<file path="src/rtl/mmio_bridge.sv">
// CPU-side MMIO bridge: RAM pass-through, UART TX FIFO, UART RX read port and cycle counter.
// Optional MMIO_CNT_SNAPSHOT_EN: a read of 0x30004 freezes the counter so 4-byte reads are coherent.
module mmio_bridge #(
  parameter int TX_FIFO_LOG = 3
) (
  input  logic        clk_in,
  input  logic        rst_in,
  input  logic        rdy_in,
  input  logic [31:0] cpu_a,
  input  logic        cpu_wr,
  input  logic [7:0]  cpu_dout,
  output logic [7:0]  cpu_din,
  output logic        io_buffer_full,
  output logic [16:0] ram_a,
  output logic        ram_wr,
  output logic [7:0]  ram_din,
  input  logic [7:0]  ram_dout,
  output logic [7:0]  tx_data,
  output logic        tx_valid,
  input  logic        tx_ready,
  input  logic [7:0]  rx_data,
  input  logic        rx_valid,
  output logic        rx_pop,
  output logic        program_finish
);

  localparam logic [TX_FIFO_LOG:0] DEPTH   = (TX_FIFO_LOG+1)'(1) << TX_FIFO_LOG;
  localparam logic [TX_FIFO_LOG:0] FULL_TH = DEPTH - 1'b1;

  logic [17:0] w_a18;
  logic        w_io;
  logic        w_hit_tx;
  logic        w_hit_fin;
  logic        w_hit_cnt;
  logic        w_push_req;
  logic        w_push;
  logic        w_pop;
  logic [7:0]  w_push_byte;
  logic [7:0]  w_io_byte;
  logic [7:0]  w_cnt_byte;
  logic [31:0] w_cnt_src;
  logic        w_unused;

  logic [TX_FIFO_LOG-1:0] r_wr_ptr;
  logic [TX_FIFO_LOG-1:0] r_rd_ptr;
  logic [TX_FIFO_LOG:0]   r_count;
  logic [7:0]             r_fifo [0:(1<<TX_FIFO_LOG)-1];
  logic [31:0]            r_cnt;
  logic                   r_sel_ram;
  logic [7:0]             r_io_byte;
  logic                   r_finish;

  assign w_unused  = ^cpu_a[31:18];
  assign w_a18     = cpu_a[17:0];
  assign w_io      = (cpu_a[17:16] == 2'b11);
  assign w_hit_tx  = (w_a18 == 18'h30000);
  assign w_hit_fin = (w_a18 == 18'h30004);
  assign w_hit_cnt = (w_a18[17:2] == 16'hC001);

  assign ram_a   = cpu_a[16:0];
  assign ram_din = cpu_dout;
  assign ram_wr  = cpu_wr & ~w_io & rdy_in;

  // ---------------- TX FIFO ----------------
  assign tx_valid       = (r_count != '0);
  assign tx_data        = r_fifo[r_rd_ptr];
  assign io_buffer_full = (r_count >= FULL_TH);
  assign w_pop          = tx_valid & tx_ready;
  assign w_push_req     = rdy_in & cpu_wr & ((w_hit_tx & (cpu_dout != 8'h00)) | w_hit_fin);
  assign w_push_byte    = w_hit_fin ? 8'h00 : cpu_dout;
  // A full FIFO still accepts when the head leaves in the same cycle.
  assign w_push         = w_push_req & ((r_count < DEPTH) | w_pop);

  always_ff @(posedge clk_in or negedge rst_in) begin
    if (!rst_in) begin
      r_wr_ptr <= '0;
      r_rd_ptr <= '0;
      r_count  <= '0;
    end else begin
      if (w_push) r_wr_ptr <= r_wr_ptr + 1'b1;
      if (w_pop)  r_rd_ptr <= r_rd_ptr + 1'b1;
      case ({w_push, w_pop})
        2'b10:   r_count <= r_count + 1'b1;
        2'b01:   r_count <= r_count - 1'b1;
        default: r_count <= r_count;
      endcase
    end
  end

  always_ff @(posedge clk_in) begin
    if (w_push) r_fifo[r_wr_ptr] <= w_push_byte;
  end

  always_ff @(posedge clk_in or negedge rst_in) begin
    if (!rst_in)                                 r_finish <= 1'b0;
    else if (rdy_in & cpu_wr & w_hit_fin)        r_finish <= 1'b1;
  end
  assign program_finish = r_finish;

  // ---------------- counter and read path ----------------
  always_ff @(posedge clk_in or negedge rst_in) begin
    if (!rst_in)     r_cnt <= '0;
    else if (rdy_in) r_cnt <= r_cnt + 32'd1;
  end

`ifdef MMIO_CNT_SNAPSHOT_EN
  logic [31:0] r_snap;
  always_ff @(posedge clk_in or negedge rst_in) begin
    if (!rst_in)                             r_snap <= '0;
    else if (rdy_in & ~cpu_wr & w_hit_fin)   r_snap <= r_cnt;
  end
  // Byte 0 comes straight from the counter while the snapshot is being taken.
  assign w_cnt_src = (w_a18[1:0] == 2'd0) ? r_cnt : r_snap;
`else
  assign w_cnt_src = r_cnt;
`endif

  always_comb begin
    w_cnt_byte = 8'h00;
    case (w_a18[1:0])
      2'd0:    w_cnt_byte = w_cnt_src[7:0];
      2'd1:    w_cnt_byte = w_cnt_src[15:8];
      2'd2:    w_cnt_byte = w_cnt_src[23:16];
      default: w_cnt_byte = w_cnt_src[31:24];
    endcase
  end

  always_comb begin
    w_io_byte = 8'h00;
    if (w_hit_tx)       w_io_byte = rx_valid ? rx_data : 8'h00;
    else if (w_hit_cnt) w_io_byte = w_cnt_byte;
  end

  assign rx_pop = rst_in & rdy_in & ~cpu_wr & w_hit_tx & rx_valid;

  // IO bytes are captured at request time because the RX head moves on pop.
  always_ff @(posedge clk_in or negedge rst_in) begin
    if (!rst_in) begin
      r_sel_ram <= 1'b1;
      r_io_byte <= 8'h00;
    end else if (rdy_in) begin
      r_sel_ram <= ~w_io;
      r_io_byte <= w_io_byte;
    end
  end

  assign cpu_din = r_sel_ram ? ram_dout : r_io_byte;

endmodule

</file>
<file path="config.mk">
export PLATFORM = sky130hd
export DESIGN_NAME = mmio_bridge
export DESIGN_NICKNAME = d
export VERILOG_FILES = /design/src/rtl/mmio_bridge.sv
export SDC_FILE = /design/constraint.sdc
export NUM_CORES = 1
export LEC_CHECK = 0
export BUFFER_PORTS_ARGS = -buffer_cell sky130_fd_sc_hd__buf_4
export CAP_MARGIN = 10
export CORE_MARGIN = 8
export CORE_UTILIZATION = 50
export DETAILED_ROUTE_END_ITERATION = 10
export PLACE_DENSITY = 0.88
export SETUP_SLACK_MARGIN = 0.02
export SYNTH_ARGS = -nofsm -noshare
export SYNTH_HDL_FRONTEND = slang
export SYNTH_SLANG_ARGS = --single-unit
</file>
<file path="constraint.sdc">
create_clock -name clk_in -period 2.1 [get_ports clk_in]
set_input_delay 0.315 -clock clk_in [delete_from_list [all_inputs] [get_ports clk_in]]
set_output_delay 0.315 -clock clk_in [all_outputs]
set_load 0.01 [all_outputs]
</file>
==> results.toml <==
[status]
run_status = "finished with violations"
violations = "setup timing"

[synthesis]
syn_avg_cell_area_um2 = 14.2
syn-instance-count = 398
synth_fp_nets = 466
synth_top_flop_cell = "sky130_fd_sc_hd__edfxtp_1"
synth_top_area_share_pct = 34.1
synth_area_leaders = "sky130_fd_sc_hd__edfxtp_1 (34%), sky130_fd_sc_hd__dfrtp_1 (23%), sky130_fd_sc_hd__mux4_2 (9.6%)"
synth_cell_types = 46
syn-cell-area_mm2 = 0.00564
synth_top_cell_by_area = "sky130_fd_sc_hd__edfxtp_1"
postSynth.asyncResetShare_pct = 44.8
synth_edf_count = 64
sequential_fraction_of_the_synthesis_area_pct = 57.2
yosysWarnings = 0
synth-seq-cells = 116

[hold_path]
worstHoldPathType = "primary input to async pin"

[critical_path]
worstSetupEndpointType = "register"
crit_buf_inv = 1
required_ps = 2390
cp.arrival_ps = 2760
cp_slowest_cell = "sky130_fd_sc_hd__or4_1"
worst-path-max-fanout = 3
critical_path.max_stage_delay_ps = 610
kind_of_cell_with_the_highest_combined_delay_on_the_critical_path = "simple AND/OR/NAND/NOR gates"
cp_cell_sequence = "or4_1, nand2_1, inv_1, ha_4, xor2_4, ha_4, a21oi_4, xor2_1, nor2_1, xor2_1"
worstSetupStartpointType = "register"
criticalPathCategory = "register to register"

[placed_design]
place.port_buffers = 93
detailed_place_hpwl_um = 9750
preCtsSetupSlack_ps = -778
place_congestion = 0.904

[route]
vias_post_dr = 4097
routed_wl_um = 15100
vias_per_cell = 5.91
routed_antenna_nets = 0
drtPass1Iterations = 6
drcViolationCount = 0
wire_per_inst_um = 21.8
initialDrtViolationCount = 306

[final_layout]
multi_input_comb_area_mm2 = 0.00233
area_growth_from_synthesis_to_layout_pct = 36.0
layout.nets = 608
layout.area.seq_mm2 = 0.00323
antenna_cells = 0
postLayoutCoreUtil_pct = 70.2
fillerInstances = 691
layout-drive-gt1-share_pct = 49.2

[die]
die_height_um = 122
dieWidth_um = 122
start_util_pct = 51.6
coreArea_mm2 = 0.0109
rows = 38
die_area_mm2 = 0.0149
number_of_top_level_pins = 108

[global_routing]
grt_pass1_wl_um = 23200
gr-total-overflow = 0
track_usage_pct = 20.3
grt_antenna_before_repair = 0
grt.met3_usage_pct = 4.82
most_crowded_layer_gr = "met2"
met2_usage_pct = 35.4
grt_start_max_net_pins = 53
global_route.usage.met1_pct = 23.5
number_of_global_route_vias_before_repair = 4314

[timing]
fin_hold_ws_ps = 50.3
report.final.hold_viol_count = 0
worst_pin_slew_ps = 688
period_needed_ps = 2470
final_number_of_setup_violating_endpoints = 76
timing.final.ws_setup_ps = -366
fmax_ghz = 0.405
timing.final.max_slew_violations = 0
skew_ps = 8.30
final_cycle_utilization_of_the_critical_path_pct = 117
rsz0062_at_grt = "yes"
timing.slew.headroom_pct = 53.9

[clock_network]
ctsLongestPathBuffers = 2
clockRootBuffer = "sky130_fd_sc_hd__clkbuf_16"
clock_latency_ps = 410
htree_levels = 4
numClockSinks = 116
clk_pin_slew_worst_setup_hold_paths_ps = 60
numCtsBuffers = 17
clock_tree_from_tritoncts = "yes"

[power]
p_total_mw = 7.84
leakage_power_figure_nw = 3.12
vdd_ir_drop_max_v = 0.000712
total_power_density_per_cell_area_mw_per_mm2 = 1020

[run]
max_cap_violations = 0
-- timing repair --
action                     4_1_cts  5_1_grt
setup buffers                    5        6
pin swaps                        7       12
hold buffers                     0        0
cloned                           0        1
setup endpoints to repair      103      140
gates resized for setup         23       40
-- layout make-up --
cell class | count | area share (%)
clock inverter | 15 | 1.91
tap | 140 | 2.28
inverter | 13 | 0.636
timing repair buffer | 160 | 17.2
clock buffer | 17 | 5.54
sequential | 116 | 42.0
multi-input combinational | 232 | 30.4
-- layout by cell type (no fill, tap or decap), types with 3 or more instances in the layout --
master,netlist,routed
sky130_fd_sc_hd__buf_4,25,137
sky130_fd_sc_hd__edfxtp_1,64,64
sky130_fd_sc_hd__dfrtp_1,51,50
sky130_fd_sc_hd__xnor2_1,30,30
sky130_fd_sc_hd__mux4_2,24,24
sky130_fd_sc_hd__buf_6,1,20
sky130_fd_sc_hd__nand3_1,19,18
sky130_fd_sc_hd__clkbuf_16,0,18
sky130_fd_sc_hd__nand2_1,17,16
sky130_fd_sc_hd__inv_1,13,13
sky130_fd_sc_hd__mux2_2,20,12
sky130_fd_sc_hd__nand4_1,12,12
sky130_fd_sc_hd__nor2_1,10,9
sky130_fd_sc_hd__o21ai_0,9,9
sky130_fd_sc_hd__xor2_1,10,9
sky130_fd_sc_hd__mux2_4,0,8
sky130_fd_sc_hd__and2_4,0,8
sky130_fd_sc_hd__nor2b_1,8,8
sky130_fd_sc_hd__a41oi_1,8,8
sky130_fd_sc_hd__nor4_1,10,7
sky130_fd_sc_hd__and4_1,5,5
sky130_fd_sc_hd__nor3_1,7,4
sky130_fd_sc_hd__inv_6,0,4
sky130_fd_sc_hd__nor4_4,2,3
sky130_fd_sc_hd__and3_1,3,3
sky130_fd_sc_hd__ha_1,6,3
sky130_fd_sc_hd__ha_4,0,3
sky130_fd_sc_hd__clkinv_2,0,3
sky130_fd_sc_hd__inv_8,0,3
-- per-stage QoR --
step | std cells | cell area (um2) | setup TNS, ps
final | 693 | 7670 | -9120
after global routing | 693 | 7670 | -13350
after CTS | 688 | 7470 | -7670
after detailed placement | 651 | 6770 | -63260
after global placement | 651 | 6770 | -53360
after floorplan | 398 | 5680 | -25620
-- kinds of logic after synthesis --
logic type / synth area share, %
AO/OA/AOI/OAI: 2.99
XOR/XNOR: 6.21
adder cells (fa/ha/maj): 1.33
buffers and inverters: 5.21
flip-flops: 57.2
multiplexers: 13.6
AND/OR/NAND/NOR: 13.5
-- cells in the mapped netlist (2+ instances only) --
library cell,count
sky130_fd_sc_hd__edfxtp_1,64
sky130_fd_sc_hd__dfrtp_1,51
sky130_fd_sc_hd__xnor2_1,30
sky130_fd_sc_hd__buf_4,25
sky130_fd_sc_hd__mux4_2,24
sky130_fd_sc_hd__mux2_2,20
sky130_fd_sc_hd__nand3_1,19
sky130_fd_sc_hd__nand2_1,17
sky130_fd_sc_hd__inv_1,13
sky130_fd_sc_hd__nand4_1,12
sky130_fd_sc_hd__nor2_1,10
sky130_fd_sc_hd__nor4_1,10
sky130_fd_sc_hd__xor2_1,10
sky130_fd_sc_hd__o21ai_0,9
sky130_fd_sc_hd__a41oi_1,8
sky130_fd_sc_hd__and2_1,8
sky130_fd_sc_hd__nor2b_1,8
sky130_fd_sc_hd__nor3_1,7
sky130_fd_sc_hd__ha_1,6
sky130_fd_sc_hd__and4_1,5
sky130_fd_sc_hd__clkbuf_1,5
sky130_fd_sc_hd__buf_2,4
sky130_fd_sc_hd__a21oi_1,3
sky130_fd_sc_hd__and3_1,3
sky130_fd_sc_hd__buf_1,2
sky130_fd_sc_hd__nand2b_1,2
sky130_fd_sc_hd__nor4_4,2
sky130_fd_sc_hd__or4_1,2
sky130_fd_sc_hd__or4_4,2
-- metal layers --
metal | up-vias | part of all wire [%]
met1 | 2077 | 39
met2 | 199 | 52
li1 | 1784 | -
met3 | 37 | 6.5
met5 | - | 0
met4 | 0 | 3.1
-- worst paths after layout --
kind	start	endpoint	slack [ps]	cells after the start
hold / removal	rst_in	r_io_byte[4]	50	2
hold reg to reg	program_finish	program_finish	500	1
setup reg to reg	r_count[1]	r_count[2]	-370	10
max in group asynchronous	rst_in	r_rd_ptr[0]	1580	2
setup / recovery	r_count[1]	r_count[2]	-370	10
min in group clk_in	rx_data[1]	r_io_byte[1]	180	3
-- state kept, by name (all words and copies together) (netlist names) --
register and flops:
r_fifo 64, r_wr_ptr 3, r_count 4, r_rd_ptr 3
r_io_byte 8, program_finish 1, r_cnt 32, r_sel_ram 1
-- where the power goes --
group | internal, mW | leakage, nW | switching, mW
logic | 1.33 | 1.57 | 0.893
registers | 2.55 | 1.27 | 0.267
clock network | 1.66 | 0.280 | 1.14
Note: power is estimated with default switching activity, not from simulation.
